`config.mk`:
```
export PLATFORM = sky130hd
export DESIGN_NAME = dmux_1x2_sched
export DESIGN_NICKNAME = d
export VERILOG_FILES = /design/src/rtl/dmux_1x2_sched.sv
export SDC_FILE = /design/constraint.sdc
export NUM_CORES = 1
export LEC_CHECK = 0
export BUFFER_PORTS_ARGS = -buffer_cell sky130_fd_sc_hd__buf_4
export CORE_MARGIN = 5
export CORE_UTILIZATION = 47
export DETAILED_ROUTE_END_ITERATION = 16
export GPL_TIMING_DRIVEN = 0
export PLACE_DENSITY = 0.75
export RECOVER_POWER = 25
export SLEW_MARGIN = 20
export SYNTH_ARGS = -nofsm -noshare
export SYNTH_HDL_FRONTEND = slang
export SYNTH_SLANG_ARGS = --single-unit
```
`constraint.sdc`:
```
create_clock -name clk -period 4.16 [get_ports clk]
set_input_delay 0.832 -clock clk [delete_from_list [all_inputs] [get_ports clk]]
set_output_delay 0.832 -clock clk [all_outputs]
set_load 0.02 [all_outputs]
```
`src/rtl/dmux_1x2_sched.sv`:
```
// Streaming 1-to-2 demultiplexer scheduler: one-entry holding register per output, static or
// round-robin steering, per-output beat counters and a flush/drain FSM. Option macro: DMUX_BURST_EN.
module dmux_1x2_sched #(
  parameter int WIDTH     = 8,
  parameter int CNT_W     = 8,
  parameter int BURST_LEN = 4
) (
  input  logic             clk,
  input  logic             rst,
  input  logic             mode,
  input  logic             sel,
  input  logic             flush,
  input  logic             in_valid,
  output logic             in_ready,
  input  logic [WIDTH-1:0] in_data,
  output logic             out0_valid,
  input  logic             out0_ready,
  output logic [WIDTH-1:0] out0_data,
  output logic             out1_valid,
  input  logic             out1_ready,
  output logic [WIDTH-1:0] out1_data,
  output logic [CNT_W-1:0] cnt0,
  output logic [CNT_W-1:0] cnt1,
  output logic             rr_ptr,
  output logic             flush_done,
  output logic [1:0]       dbg_state
);

  // Handshake: a beat moves on a port in every cycle where its valid and ready are both high;
  // outN_valid never depends on outN_ready, while in_ready may depend on the destination's ready.

  typedef enum logic [1:0] {
    ST_RUN   = 2'd0,
    ST_FLUSH = 2'd1,
    ST_DONE  = 2'd2
  } state_t;

  state_t           r_state;
  logic             r_flush_done;
  logic             r_out0_valid;
  logic             r_out1_valid;
  logic [WIDTH-1:0] r_out0_data;
  logic [WIDTH-1:0] r_out1_data;
  logic [CNT_W-1:0] r_cnt0;
  logic [CNT_W-1:0] r_cnt1;
  logic             r_rr_ptr;

  logic w_dest;
  logic w_dest_free;
  logic w_accept;
  logic w_acc0;
  logic w_acc1;

  if (BURST_LEN < 1) begin : g_bad_burst_len
    $error("BURST_LEN must be >= 1");
  end

  assign w_dest      = mode ? r_rr_ptr : sel;
  assign w_dest_free = w_dest ? (!r_out1_valid || out1_ready) : (!r_out0_valid || out0_ready);
  assign in_ready    = (r_state == ST_RUN) && w_dest_free;
  assign w_accept    = in_valid && in_ready;
  assign w_acc0      = w_accept && !w_dest;
  assign w_acc1      = w_accept && w_dest;

  always_ff @(posedge clk or posedge rst) begin
    if (rst) begin
      r_out0_valid <= 1'b0;
      r_out0_data  <= '0;
      r_cnt0       <= '0;
    end else if (w_acc0) begin
      r_out0_valid <= 1'b1;
      r_out0_data  <= in_data;
      r_cnt0       <= r_cnt0 + CNT_W'(1);
    end else if (out0_ready) begin
      r_out0_valid <= 1'b0;
    end
  end

  always_ff @(posedge clk or posedge rst) begin
    if (rst) begin
      r_out1_valid <= 1'b0;
      r_out1_data  <= '0;
      r_cnt1       <= '0;
    end else if (w_acc1) begin
      r_out1_valid <= 1'b1;
      r_out1_data  <= in_data;
      r_cnt1       <= r_cnt1 + CNT_W'(1);
    end else if (out1_ready) begin
      r_out1_valid <= 1'b0;
    end
  end

`ifdef DMUX_BURST_EN
  localparam int BW = (BURST_LEN > 1) ? $clog2(BURST_LEN) : 1;
  localparam logic [BW-1:0] BURST_LAST = BW'(BURST_LEN - 1);

  logic [BW-1:0] r_burst_cnt;

  // The pointer advances only after BURST_LEN beats have gone to the current destination.
  always_ff @(posedge clk or posedge rst) begin
    if (rst) begin
      r_burst_cnt <= '0;
      r_rr_ptr    <= 1'b0;
    end else if (!mode) begin
      r_burst_cnt <= '0;
    end else if (w_accept) begin
      if (r_burst_cnt == BURST_LAST) begin
        r_burst_cnt <= '0;
        r_rr_ptr    <= ~r_rr_ptr;
      end else begin
        r_burst_cnt <= r_burst_cnt + BW'(1);
      end
    end
  end
`else
  always_ff @(posedge clk or posedge rst) begin
    if (rst) begin
      r_rr_ptr <= 1'b0;
    end else if (mode && w_accept) begin
      r_rr_ptr <= ~r_rr_ptr;
    end
  end
`endif

  // A beat accepted in the cycle flush is sampled still lands; FLUSH then only waits for both
  // holding registers to empty.
  always_ff @(posedge clk or posedge rst) begin
    if (rst) begin
      r_state      <= ST_RUN;
      r_flush_done <= 1'b0;
    end else begin
      r_flush_done <= 1'b0;
      case (r_state)
        ST_RUN: begin
          if (flush) r_state <= ST_FLUSH;
        end
        ST_FLUSH: begin
          if (!r_out0_valid && !r_out1_valid) begin
            r_state      <= ST_DONE;
            r_flush_done <= 1'b1;
          end
        end
        ST_DONE: begin
          r_state <= flush ? ST_FLUSH : ST_RUN;
        end
        default: r_state <= ST_RUN;
      endcase
    end
  end

  assign out0_valid = r_out0_valid;
  assign out0_data  = r_out0_data;
  assign out1_valid = r_out1_valid;
  assign out1_data  = r_out1_data;
  assign cnt0       = r_cnt0;
  assign cnt1       = r_cnt1;
  assign rr_ptr     = r_rr_ptr;
  assign flush_done = r_flush_done;
  assign dbg_state  = r_state;

endmodule

```
# Word-level counts from Yosys, hierarchy flattened
# Cells that the tools add are included.
word_totals:
  regBits: 38
  inputBits: 16
  out_inout_bits: 39
  word_cells: 43
classes:
  n_addsub: 2
  eq_ne: 4
  n_mux: 12
  n_bitwise: 1
  reduce_logical: 15
op_table:
  columns: ["cell", "n"]
  rows:
  - ["$add A8 B1 Y8 const B", 2]
  - ["$mux W1", 9]
  - ["$logic_and A1 B1 Y1", 6]
  - ["$pmux W2 S3", 1]
  - ["$mux W2", 2]
  - ["$ne A2 B2 Y1 const B", 2]
  - ["$reduce_bool A2 Y1", 2]
  - ["$logic_not A1 Y1", 3]
  - ["$eq A2 B1 Y1 const B", 1]
  - ["$eq A2 B2 Y1 const B", 1]
  - ["$logic_not A2 Y1", 1]
  - ["$logic_or A1 B1 Y1", 2]
  - ["$reduce_and A2 Y1", 1]
  - ["$not A1 Y1", 1]

# Depth between registers and ports, before layout
depth:
  depth_word: 7
  mapped_depth: 5
  ltp_nobuf: 4

# Least setup slack after synthesis
# Ideal clock, no wire load.
synth_timing:
  kind: "input-to-output"
  from: "in mode"
  to: "out in_ready"
  arrival_ns: 1.741
  t_required_ns: 3.328
  slack_ns: 1.587
  stages: 3
  n_path_buf: 0
  path_cell_list: "mux2i_4 a21oi_1 nor3_1"
synth_via:
  elab_chain_len: 3
synth_lines:
  columns: ["element", "line", "text"]
  rows:
  - ["from (decl)", "10", "input logic mode,"]
  - ["$mux W1", "58", "assign w_dest = mode ? r_rr_ptr : sel;"]
  - ["$mux W1", "59", "assign w_dest_free = w_dest ? (!r_out1_valid || out1_ready) : (!r_out0_valid || out0_ready);"]
  - ["$logic_and A1 B1 Y1", "60", "assign in_ready = (r_state == ST_RUN) && w_dest_free;"]
  - ["to (decl)", "14", "output logic in_ready,"]
# No other way between the ends.

# Final worst setup path
# Ends and elaborated chain as after synthesis.

==> metrics.md <==
| Metric | Value |
|---|---|
| Status | `finished, final reports clean` |
| Tightest Hold Check Type | `flip-flop to flip-flop` |
| Commonest cells after routing, fill and taps aside | `nand2_1 (63), buf_4 (55), dfrtp_1 (38), xnor2_1 (11)` |
| Met1 WL | `1530 microns` |
| R2R cell count | `5` |
| Number of DRC markers in iteration 0 | `101` |
| Vias in the first global route | `1374` |
| Core ar. | `3340 sq um` |
| Drt drc | `0` |
| CP max-delay cell | `mux2i_1` |
| Final hold vios | `0` |
| Clock Latency Late Sink | `340 ps` |
| Max cap viols | `0` |
| Crit path launch type | `primary input` |
| PostCTS Resize Cnt | `0` |
| Sum Neg Setup Slack | `0 ps` |
| Post-synth EDFFs | `0` |
| Uppermost layer routed | `met4` |
| Commonest non-fill, non-tap cell in the layout | `nand2_1` |
| Post-synth ARST share | `100%` |
| Layout cells sized above 1 | `31.5%` |
| Fin crit share | `72.3%` |
| HPWL after DPL | `2750 microns` |
| Mapped Nets | `175` |
| Final net count | `236` |
| Maximum fanout along the worst path | `9` |
| Total routed wirelength | `3680 microns` |
| Final min period | `3010 ps` |
| Register bit total from synthesis | `38` |
| DRT Pass-1 Iters | `4` |
| DR WL/cell | `13.9 microns` |
| Routed vias | `1287` |
| RSZ-0062 raised after global routing | `no` |
| Share of the synthesized area in the top cell type | `58.6%` |
| Leakage power | `1.11 nW` |
| Global Route Usage Sum | `18.5%` |
| I/O Pins | `55` |
| Worst Tran Pin Value | `1390 ps` |
| Post-CTS Hold Fix Bufs | `0` |
| Syn_area_per_cell | `10.3 sq um` |
| FP Rows | `21` |
| Metal3 WL | `261 microns` |
| Placer congestion estimate | `0.771` |
| H-tree depth | `2` |
| Dpl ws | `1520 ps` |
| Die height | `68.7 microns` |
| Syn Inst Count | `157` |
| Leading area contributor after synthesis | `dfrtp_1` |
| Post-route design area | `2130 sq um` |
| Initial Util | `48.6%` |
| Post-Syn Area | `1620 sq um` |
| Pin count of the biggest net entering global routing | `39` |
| Maximum operating frequency | `0.332 GHz` |
| Initial antenna violation count | `0` |
| Yosys cell types | `27` |
| Fin. max-slew vios | `0` |
| Metal2 WL | `1830 microns` |
| Reg clk slew, reported paths | `110 ps` |
| Top FF cell, synth | `dfrtp_1` |
| Seq/Total Area, Yosys | `58.6%` |
| Die Footprint | `4720 sq um` |
| PD cells | `726 nW/um^2` |
| CTS tree | `built` |
| CP required | `3330 ps` |
| Worst Setup Path Type | `primary input to primary output` |
| Post-placement cell area | `2080 sq um` |
| CTS Buf Count | `5` |
| Global-route wire length before repair | `6270 microns` |
| IO buf count | `54` |
| Synth top area cells | `dfrtp_1 (59%), nand2_1 (15%), xnor2_1 (5.9%)` |
| Clk sink count | `38` |
| Slew margin rel. | `7.21%` |
| Synth warn | `0` |
| Clk root buf | `clkbuf_4` |
| Total gr overflow | `0` |
| Crit-path max cell delay | `740 ps` |
| Fill count | `295` |
| Area delta synth->final | `31.5%` |
| Final worst slack | `1150 ps` |
| Worst Hold Depth | `1` |
| Clock Skews | `8.39 ps` |
| CP endpoint kind | `primary output` |
| CTS Buffer Depth | `2` |
| Post-CTS setup buffers | `0` |
| Vias per cell | `4.86` |
| DRT antenna net count | `0` |
| Arrival time at the worst endpoint | `2180 ps` |
| Final setup fails | `0` |
| Cell chain of the critical path | `buf_4, mux2i_1, a21oi_1, nor3_1, buf_4` |
| Die X | `68.7 microns` |
| ANT cells | `0` |
| VDD IR-drop max | `366 uV` |
| Worst path most repeated cell | `buf_4` |
synth_stat cells, types with 2 or more instances:
cell      count
nor3_1        4
ha_1          2
nand3_1       4
nand2_1      63
nand4_1       6
nand2b_1      2
xor2_1        2
buf_4         2
nor2_1        3
o21ai_0       2
xnor2_1      11
and3_1        3
inv_1         2
dfrtp_1      38
per-stage QoR:
| stage | power, mW | instances | hold WS (ps) | util [%] |
|---|---|---|---|---|
| floorplan | 1.05 | 157 | 578 | - |
| global placement | 1.35 | 257 | 459 | 62.5 |
| detailed placement | 1.37 | 257 | 460 | 62.5 |
| CTS | 1.57 | 265 | 479 | 64.3 |
| global route | 1.67 | 265 | 493 | 63.9 |
| finish | 1.55 | 265 | 479 | 63.9 |
cell families after synthesis:
kind of cell / after synthesis / synth area share, %
and+or+nand+nor: 92 / 26.7
DFF: 38 / 58.6
xor gates and xnor gates: 14 / 8.03
buffers and inverters: 6 / 2.39
AOI/OAI and AO/OA: 4 / 1.31
adders and majority gates: 2 / 1.54
muxes: 1 / 1.39
cell type report:
type | instances | area [sq um] | area share, %
buffer | 4 | 31.3 | 1.47
sequential | 38 | 951 | 44.6
multi-input combinational | 113 | 619 | 29.0
clock buffer | 7 | 55.1 | 2.58
tap | 46 | 57.6 | 2.70
inverter | 2 | 7.51 | 0.352
timing repair buffer | 54 | 405 | 19.0
clock inverter | 1 | 5.00 | 0.235
final timing paths:
| check | endpoint | startpoint | slack, ps |
|---|---|---|---|
| max | in_ready | mode | 1150 |
| min | cnt0[7] | cnt0[7] | 480 |
| min reg2reg | cnt0[7] | cnt0[7] | 480 |
| max in group asynchronous | out1_data[0] | rst | 2460 |
| min in group asynchronous | dbg_state[0] | rst | 880 |
| max reg2reg | cnt0[2] | rr_ptr | 2160 |
critical path: cells and delay by family:
family | cells | cell delay, ps
muxes | 1 | 740
and+or+nand+nor | 1 | 160
buffers and inverters | 2 | 270
AOI/OAI and AO/OA | 1 | 180
registers in the layout, summed over array words and instances (netlist names):
register / count
dbg_state: 2
out1_data: 8
cnt0: 8
out0_data: 8
flush_done: 1
cnt1: 8
out0_valid: 1
out1_valid: 1
rr_ptr: 1
metal layers:
layer	vias to the layer above	GRT usage, %
met3	7	6.32
met4	0	7.79
li1	632	-
met1	607	21.1
met5	-	0
met2	41	31.6
power breakdown:
group          switching, mW  internal (mW)  total, mW
clock network          0.119         0.0820      0.201
logic                  0.410          0.308      0.718
registers              0.123          0.507      0.630
Power figures use the tool's default switching activity.
